**src/rtl/sequential_alu_arbiter.sv**
```systemverilog
// sequential_alu_arbiter
//   Round-robin scheduler sharing one sequential ALU between NUM_REQ
//   requesters. A requester is granted in IDLE, its operands and opcode are
//   captured, the matching ALU strobe is held through ISSUE until the ALU
//   accepts, and the result is returned with a one-cycle done pulse in DONE.
//
// Optional feature macro: SEQUENTIAL_ALU_ARBITER_TIMEOUT_EN
//   When defined, an ISSUE-cycle watchdog forces completion after
//   TIMEOUT_CYCLES cycles without accept (o_q=0, o_ovf=1, o_timeout=1).
//
// Ports:
//   i_clk, i_rst         clock (rising edge), synchronous active-high reset
//   i_req[NUM_REQ]       per-requester request level
//   i_op[2*NUM_REQ]      per-requester opcode (0 add, 1 sub, 2 mul, 3 div)
//   i_a, i_b             per-requester operands, DATA_WIDTH bits each
//   o_done[NUM_REQ]      one-hot result pulse
//   o_q, o_ovf           result and overflow, valid while o_done != 0
//   o_busy               high whenever the arbiter is not idle
//   o_alu_a, o_alu_b     operands to the shared ALU
//   o_alu_add/sub/mul/div  one-hot ALU operation strobes
//   i_alu_q, i_alu_ovf, i_alu_accept  ALU result interface
//   o_timeout            watchdog completion flag (macro builds only)

module sequential_alu_arbiter #(
  parameter int DATA_WIDTH     = 4,
  parameter int NUM_REQ        = 4,
  parameter int TIMEOUT_CYCLES = 64
) (
  input  logic                          i_clk,
  input  logic                          i_rst,
  input  logic [NUM_REQ-1:0]            i_req,
  input  logic [2*NUM_REQ-1:0]          i_op,
  input  logic [DATA_WIDTH*NUM_REQ-1:0] i_a,
  input  logic [DATA_WIDTH*NUM_REQ-1:0] i_b,
  output logic [NUM_REQ-1:0]            o_done,
  output logic [DATA_WIDTH-1:0]         o_q,
  output logic                          o_ovf,
  output logic                          o_busy,
  output logic [DATA_WIDTH-1:0]         o_alu_a,
  output logic [DATA_WIDTH-1:0]         o_alu_b,
  output logic                          o_alu_add,
  output logic                          o_alu_sub,
  output logic                          o_alu_mul,
  output logic                          o_alu_div,
  input  logic [DATA_WIDTH-1:0]         i_alu_q,
  input  logic                          i_alu_ovf,
  input  logic                          i_alu_accept
`ifdef SEQUENTIAL_ALU_ARBITER_TIMEOUT_EN
  ,
  output logic                          o_timeout
`endif
);

  localparam int PTR_W = $clog2(NUM_REQ);

  // Parameter sanity checks at elaboration.
  if (NUM_REQ < 2 || NUM_REQ > 16) begin : g_bad_num_req
    $error("sequential_alu_arbiter: NUM_REQ must be in 2..16");
  end
  if (TIMEOUT_CYCLES < 1) begin : g_bad_timeout
    $error("sequential_alu_arbiter: TIMEOUT_CYCLES must be at least 1");
  end

  typedef enum logic [1:0] {IDLE, ISSUE, DONE} state_t;

  state_t                  state_q, state_d;
  logic [PTR_W-1:0]        ptr_q, ptr_d;
  logic [PTR_W-1:0]        grant_q, grant_d;
  logic [NUM_REQ-1:0]      done_q, done_d;
  logic [DATA_WIDTH-1:0]   q_q, q_d;
  logic                    ovf_q, ovf_d;
  logic [DATA_WIDTH-1:0]   alu_a_q, alu_a_d;
  logic [DATA_WIDTH-1:0]   alu_b_q, alu_b_d;
  logic [3:0]              strobe_q, strobe_d;

  logic                    pick_valid;
  logic [PTR_W-1:0]        pick_idx;
  logic [PTR_W:0]          cand;
  logic [1:0]              pick_op;

`ifdef SEQUENTIAL_ALU_ARBITER_TIMEOUT_EN
  localparam int CNT_W = (TIMEOUT_CYCLES > 1) ? $clog2(TIMEOUT_CYCLES) : 1;
  logic [CNT_W-1:0]        cnt_q, cnt_d;
  logic                    timeout_q, timeout_d;
`endif

  // Round-robin pick: scan offsets from the highest down so that the
  // smallest offset from ptr (the first requester at or after ptr) wins.
  always_comb begin
    pick_valid = 1'b0;
    pick_idx   = '0;
    cand       = '0;
    for (int off = NUM_REQ - 1; off >= 0; off--) begin
      cand = {1'b0, ptr_q} + (PTR_W+1)'(off);
      if (cand >= (PTR_W+1)'(NUM_REQ)) begin
        cand = cand - (PTR_W+1)'(NUM_REQ);
      end
      if (i_req[cand[PTR_W-1:0]]) begin
        pick_valid = 1'b1;
        pick_idx   = cand[PTR_W-1:0];
      end
    end
    pick_op = i_op[int'(pick_idx)*2 +: 2];
  end

  // Next-state and next-output logic for the IDLE/ISSUE/DONE sequence.
  always_comb begin
    state_d  = state_q;
    ptr_d    = ptr_q;
    grant_d  = grant_q;
    done_d   = '0;
    q_d      = q_q;
    ovf_d    = ovf_q;
    alu_a_d  = alu_a_q;
    alu_b_d  = alu_b_q;
    strobe_d = strobe_q;
`ifdef SEQUENTIAL_ALU_ARBITER_TIMEOUT_EN
    cnt_d     = cnt_q;
    timeout_d = 1'b0;
`endif
    unique case (state_q)
      IDLE: begin
        if (pick_valid) begin
          grant_d  = pick_idx;
          alu_a_d  = i_a[int'(pick_idx)*DATA_WIDTH +: DATA_WIDTH];
          alu_b_d  = i_b[int'(pick_idx)*DATA_WIDTH +: DATA_WIDTH];
          strobe_d = 4'b0001 << pick_op;
          ptr_d    = (pick_idx == PTR_W'(NUM_REQ - 1)) ? '0 : pick_idx + 1'b1;
          state_d  = ISSUE;
`ifdef SEQUENTIAL_ALU_ARBITER_TIMEOUT_EN
          cnt_d    = '0;
`endif
        end
      end
      ISSUE: begin
        // Accept takes priority over a watchdog expiry in the same cycle.
        if (i_alu_accept) begin
          q_d      = i_alu_q;
          ovf_d    = i_alu_ovf;
          done_d   = {{(NUM_REQ-1){1'b0}}, 1'b1} << grant_q;
          strobe_d = '0;
          state_d  = DONE;
        end
`ifdef SEQUENTIAL_ALU_ARBITER_TIMEOUT_EN
        else if (cnt_q == CNT_W'(TIMEOUT_CYCLES - 1)) begin
          q_d       = '0;
          ovf_d     = 1'b1;
          done_d    = {{(NUM_REQ-1){1'b0}}, 1'b1} << grant_q;
          strobe_d  = '0;
          timeout_d = 1'b1;
          state_d   = DONE;
        end else begin
          cnt_d = cnt_q + 1'b1;
        end
`endif
      end
      DONE: begin
        // Strobes are already low here, giving the ALU a gap between ops.
        state_d = IDLE;
      end
      default: state_d = IDLE;
    endcase
  end

  // State and output registers.
  always_ff @(posedge i_clk) begin
    if (i_rst) begin
      state_q  <= IDLE;
      ptr_q    <= '0;
      grant_q  <= '0;
      done_q   <= '0;
      q_q      <= '0;
      ovf_q    <= 1'b0;
      alu_a_q  <= '0;
      alu_b_q  <= '0;
      strobe_q <= '0;
`ifdef SEQUENTIAL_ALU_ARBITER_TIMEOUT_EN
      cnt_q     <= '0;
      timeout_q <= 1'b0;
`endif
    end else begin
      state_q  <= state_d;
      ptr_q    <= ptr_d;
      grant_q  <= grant_d;
      done_q   <= done_d;
      q_q      <= q_d;
      ovf_q    <= ovf_d;
      alu_a_q  <= alu_a_d;
      alu_b_q  <= alu_b_d;
      strobe_q <= strobe_d;
`ifdef SEQUENTIAL_ALU_ARBITER_TIMEOUT_EN
      cnt_q     <= cnt_d;
      timeout_q <= timeout_d;
`endif
    end
  end

  assign o_done    = done_q;
  assign o_q       = q_q;
  assign o_ovf     = ovf_q;
  assign o_busy    = (state_q != IDLE);
  assign o_alu_a   = alu_a_q;
  assign o_alu_b   = alu_b_q;
  assign o_alu_add = strobe_q[0];
  assign o_alu_sub = strobe_q[1];
  assign o_alu_mul = strobe_q[2];
  assign o_alu_div = strobe_q[3];
`ifdef SEQUENTIAL_ALU_ARBITER_TIMEOUT_EN
  assign o_timeout = timeout_q;
`endif

endmodule
```
**config.mk**
```make
export PLATFORM = sky130hd
export DESIGN_NAME = sequential_alu_arbiter
export DESIGN_NICKNAME = d
export VERILOG_FILES = /design/src/rtl/sequential_alu_arbiter.sv
export SDC_FILE = /design/constraint.sdc
export NUM_CORES = 1
export LEC_CHECK = 0
export CAP_MARGIN = 15
export CORE_MARGIN = 5
export CORE_UTILIZATION = 39
export CTS_CLUSTER_DIAMETER = 120
export DETAILED_ROUTE_END_ITERATION = 7
export GPL_TIMING_DRIVEN = 0
export PLACE_DENSITY = 0.8
export SLEW_MARGIN = 20
export SYNTH_ARGS = -nofsm -noshare
export SYNTH_HDL_FRONTEND = slang
export SYNTH_SLANG_ARGS = --single-unit
```
**constraint.sdc**
```tcl
create_clock -name i_clk -period 2.3 [get_ports i_clk]
set_clock_uncertainty 0.2 [all_clocks]
set_input_delay 0.345 -clock i_clk [delete_from_list [all_inputs] [get_ports i_clk]]
set_output_delay 0.345 -clock i_clk [all_outputs]
set_load 0.02 [all_outputs]
```
Word level (Yosys, flattened, before mapping)
Index checks and enable logic that the tools add are counted.
{"block": "word_totals", "regBits": 27, "input_bits": 52, "out_inout_bits": 22, "word_cells": 71}
{"block": "classes", "addsub": 8, "n_lt_le_gt_ge": 8, "n_eq_ne": 4, "shifts": 5, "mux": 27, "bitwise_logic": 2, "n_reduce_logical": 8}
{"op": "$shiftx A16 B5 Y4", "count": 2}
{"op": "$mux W2", "count": 11}
{"op": "$lt A2 B3 Y1 const B", "count": 4}
{"op": "$ge A3 B3 Y1 const B", "count": 3}
{"op": "$bmux W1 S2", "count": 4}
{"op": "$mux W1", "count": 8}
{"op": "$mux W4", "count": 2}
{"op": "$pmux W4 S2", "count": 1}
{"op": "$shiftx A8 B4 Y2", "count": 1}
{"op": "$shl A1 B2 Y4 const A", "count": 2}
{"op": "$sub A2 B1 Y2 const B", "count": 4}
{"op": "$add A2 B2 Y3 const B", "count": 2}
{"op": "$reduce_and A2 Y1", "count": 3}
{"op": "$ne A2 B2 Y1 const B", "count": 2}
{"op": "$pmux W2 S2", "count": 1}
{"op": "$reduce_bool A2 Y1", "count": 2}
{"op": "$add A2 B1 Y3 const B", "count": 1}
{"op": "$ge A2 B3 Y1 const B", "count": 1}
{"op": "$reduce_and A3 Y1", "count": 1}
{"op": "$reduce_or A3 Y1", "count": 1}
{"op": "$add A2 B1 Y2 const B", "count": 1}
{"op": "$eq A2 B1 Y1 const B", "count": 1}
{"op": "$eq A2 B2 Y1 const B", "count": 1}
{"op": "$logic_not A2 Y1", "count": 1}
{"op": "$not A1 Y1", "count": 2}

Longest topological paths before layout
Gate-level depths: netlist of run 1.
{"block": "logic_depth", "word_depth": 13, "depth_mapped": 8, "depth_no_buf": 6}

Worst setup path before layout of run 1
Ideal clock, no wire load.
{"block": "synth_path", "kind": "in2reg", "start": "input port i_req[1]", "end": "register alu_a_q[0], in the netlist o_alu_a[0]", "setup_ns": 0.071, "arrival_ns": 1.678, "required_time_ns": 2.029, "slack_ns": 0.351, "stages": 8, "path_buffers": 2, "path_cell_list": "nand2b_1 -> o221ai_2 -> and2_1 -> buf_4 -> buf_6 -> nand2_1 -> a311o_1 -> a21oi_1"}
{"block": "synth_via", "elab_chain_cells": 7, "elab_cells_between_ends": 18, "cone_classes": "shift: 1; mux: 16; reduce/logical: 1"}
{"item": "start, declared", "line": "31", "source": "input logic [NUM_REQ-1:0] i_req,"}
{"item": "$bmux W1 S2", "line": "98", "source": "if (i_req[cand[PTR_W-1:0]]) begin"}
{"item": "$mux W1 (implied by the code)", "line": "98"}
{"item": "$mux W2 or $mux W1 (tied branches) (4 in series)", "line": "98"}
{"item": "$shiftx A16 B5 Y4 or $reduce_and A2 Y1 (tied branches)"}
{"item": "end signal, assigned", "line": "188", "source": "alu_a_q <= alu_a_d;"}
{"item": "end, declared", "line": "72", "source": "logic [DATA_WIDTH-1:0] alu_a_q, alu_a_d;"}
Several ways; a longest one is shown, not always the timed one. The select of a mux whose other input is x is not followed.
A chain may end at the register's enable or synchronous reset.

Worst setup path after layout of run 1
{"block": "layout_path", "start": "input port i_req[1]", "end": "register alu_b_q[2], in the netlist o_alu_b[2]"}
{"block": "layout_via", "elab_chain_cells": 7, "elab_cells_between_ends": 18, "cone_classes": "shift: 1; mux: 16; reduce/logical: 1"}
{"item": "$bmux W1 S2", "line": "98"}
{"item": "$mux W1 (implied by the code)", "line": "98"}
{"item": "$mux W2 or $mux W1 (tied branches) (4 in series)", "line": "98"}
{"item": "$shiftx A16 B5 Y4 or $reduce_and A2 Y1 (tied branches)"}
{"item": "end signal, assigned", "line": "189", "source": "alu_b_q <= alu_b_d;"}
{"item": "end, declared", "line": "73", "source": "logic [DATA_WIDTH-1:0] alu_b_q, alu_b_d;"}
Several ways; a longest one is shown, not always the timed one. The select of a mux whose other input is x is not followed.

==> qor.txt, run 1 <==
Outcome: complete, no violations
Initial core utilization: 41.12%
Die Ht: 69.78 µm
# nets final: 295
Vias in the first global route: 1413
Final Routed Wirelength: 4.136 mm
Setup violators final: 0
DR vias: 1495
P_leak: 0.8874 nW
Vias per cell: 5.191
FF-to-FF End: o_alu_b[2]$_SDFFE_PP0P_
Mux share of post-synthesis cell area: 9.515%
Post-synth EDFFs: 0
Post-synthesis compound-gate area fraction: 26.39%
Final ANT Viol Nets: 0
Clock Latency Late Sink: 0.33 ns
P_int: 860.9 µW
Seq/Total Area, Yosys: 38.78%
Final Hold Fails: 0
Site row count: 21
CP Cell Sequence: clkdlybuf4s50_1 -> nand2b_1 -> a21oi_1 -> a221oi_4 -> buf_12 -> buf_4 -> a211oi_1 -> a311o_1 -> a21oi_1
Path depth of the worst reg2reg path: 8
Wire per inst: 14.36 µm
Switching Fraction: 33.43%
Ys flop type: dfxtp_1
Min cycle time layout: 2.181 ns
Cells after Synth: 161
Seq cells post-synth: 27
Least-Margin Pin Slew: 0.5040 ns
Iteration-0 DRC Markers: 51
Critical path peak fanout: 10
Mean post-synth cell area: 8.657 µm²
CTS tree: yes
CP top delay family: compound AO/OA/AOI/OAI gates
Crit path largest cell delay: 0.51 ns
CTS clock-pin slew for the worst setup and hold paths: 0.16 ns
Layout Area Growth over Synthesis: 63.73%
I/O pin cnt: 74
CORE AREA: 3390 µm²
Synth area leader: dfxtp_1
CP required: 2.36 ns
FMAX: 0.4586 GHz
H-tree levels: 1
Root Driver: clkbuf_4
Post-Syn Area: 1394 µm²
Reg-to-reg setup timing slack: 0.22 ns
Final Power: 1.293 mW
Mapped Nets: 213
Maximum number of pins on one net before global-route repair: 17
Worst slew margin: 66.40%
Num CTS Buffers: 3
Clk buf depth: 2
Total gr overflow: 0
Clock Power Share: 16.4%
Crit share post-route: 94.81%
Crit end category: flip-flop
Share of layout cells above drive strength 1: 10.33%
Total GRT Usage: 16.65%
P per Cell Area: 566.6 nW/µm²
Yosys warnings: 0
Hold EP: state_q[1]$_SDFFE_PP0P_
First-pass GRT wire length: 6.734 mm
RSZ-0062 raised after global routing: true
Asr flop ratio synth: 0%
Largest cells by area after synthesis: dfxtp_1 39%, nand2_1 8.6%, mux2i_1 7.9%, a311o_1 5.7%, a211oi_1 4.8%
Combinational fraction of design power: 41.6%
Hold depth: 2
Data arrival, critical path: 2.24 ns
Die W: 69.78 µm
Simple-gate share of the synthesized area: 20.29%
Post-DP HPWL: 3.165 mm
Clock sink count: 27
Max Cap Viol: 0
Area share of the largest cell type after synthesis: 38.78%
Power share of the sequential group: 42.0%
Final Util: 67.33%
CP bufs+invs: 3
Commonest non-fill, non-tap cells in the layout: 71 x clkdlybuf4s50_1, 32 x nand2_1, 27 x dfxtp_1
Synth unique cells: 33
Antenna cell count: 0
Initial antenna violation count: 0
Number of iterations in the first detailed-routing pass: 6
Die area: 4869 µm²
Crit-path slowest cell: clkdlybuf4s50_1
Largest family of logic cells by synthesized area: compound AO/OA/AOI/OAI gates
Hold wc startpoint: i_rst
Commonest non-fill, non-tap cell in the layout: clkdlybuf4s50_1
Worst min path class: in -> reg
Peak supply drop: 375.8 µV
Port buffer count: 72
CP dominant cell by count: a21oi_1
XOR/XNOR share of the synthesized area: 0%
DRC: 0
NetSw: 432.2 µW
Slew Viols, Final: 0
Crit. Startpoint: i_req[1]
Kind of critical path: in -> reg
Startpoint Class: primary input
GPL Wtd Cong: 0.6972
R2R Path Start: ptr_q[0]$_SDFFE_PP0P_
Post-synthesis adder-cell area fraction: 0%
[power by group through the flow]
stage | registers (mW) | logic [mW] | clock network (mW)
global placement | 0.550 | 0.501 | 0
floorplan | 0.590 | 0.245 | 0
CTS | 0.543 | 0.523 | 0.216
global route | 0.549 | 0.587 | 0.234
detailed placement | 0.552 | 0.504 | 0
finish | 0.543 | 0.539 | 0.212
[final cells by class]
type	count	area, µm²
clock buffer	3	22.52
multi-input combinational	119	804.5
inverter	4	15.01
tap	46	57.56
sequential	27	540.5
buffer	11	61.31
clock inverter	1	7.507
fill	300	1107
timing repair buffer	77	773.2
[timing repair]
action / CTS / global route
setup endpoints to repair: 8 / 15
hold buffers: 0 / 0
resized for setup: 1 / 12
pin swaps: 0 / 1
setup buffers: 1 / 4
[cell families after synthesis]
group / after synthesis
compound gates: 46
buf+inv: 15
flops: 27
mux: 13
simple gates: 60
[routing by layer]
metal | wire, µm | track usage [%] | share of wire, %
met1 | 1825 | 21.35 | 44
met2 | 1811 | 25.71 | 44
met4 | 23 | 3.191 | 0.56
met3 | 475 | 7.681 | 11
met5 | 0 | 0 | 0
[cells in the mapped netlist, types with 2 or more instances]
| master | n |
|---|---|
| a311o_1 | 8 |
| a21boi_0 | 8 |
| and2_1 | 2 |
| a211oi_1 | 9 |
| o31ai_1 | 4 |
| a21oi_1 | 11 |
| mux2i_1 | 11 |
| nor4_1 | 2 |
| nand4b_1 | 4 |
| buf_2 | 2 |
| nor2_1 | 11 |
| mux2_2 | 2 |
| dfxtp_1 | 27 |
| clkbuf_1 | 6 |
| nand2_1 | 32 |
| inv_1 | 3 |
| nand2b_1 | 3 |
[metrics by stage]
stage                     TNS (ns)  setup slack, ns  hold WS [ns]  std cells  cell area [µm²]
after floorplan                  0           0.3512        0.2045        161             1394
after global placement      -4.884          -0.3909        0.2237        279             2172
after detailed placement    -5.204          -0.4022        0.2319        279             2172
after CTS                        0          0.01933        0.1942        284             2233
after global routing      -0.02119         -0.01147        0.2330        288             2282
final                            0           0.1194        0.1941        288             2282
[flip-flops by register name (all words and copies together), names as in the netlist]
signal / flops
grant_q: 2
o_ovf: 1
state_q: 2
strobe_q: 4
o_alu_a: 4
ptr_q: 2
o_done: 4
o_q: 4
o_alu_b: 4
[worst max-delay path by stage]
stage | slack (ns) | depth (start not counted) | end
2_1_floorplan | 0.35 | 8 | o_alu_a[0]$_SDFFE_PP0P_
3_3_place_gp | -0.39 | 9 | o_alu_b[2]$_SDFFE_PP0P_
3_5_place_dp | -0.40 | 9 | o_alu_b[0]$_SDFFE_PP0P_
4_1_cts | 0.02 | 9 | o_alu_a[3]$_SDFFE_PP0P_
5_1_grt | -0.01 | 9 | o_alu_a[3]$_SDFFE_PP0P_
6_report | 0.12 | 9 | o_alu_b[2]$_SDFFE_PP0P_
No activity file was read; power rests on OpenSTA's default activity.
==> run 2: changes to the inputs <==
--- a/config.mk
+++ b/config.mk
@@ -11,6 +11,7 @@
 export CTS_CLUSTER_DIAMETER = 120
 export DETAILED_ROUTE_END_ITERATION = 7
 export GPL_TIMING_DRIVEN = 0
+export HOLD_SLACK_MARGIN = 0.08
 export PLACE_DENSITY = 0.8
 export SLEW_MARGIN = 20
 export SYNTH_ARGS = -nofsm -noshare
==> results of run 2 <==
Final layout, timing and power as in run 1 (identical DEF).
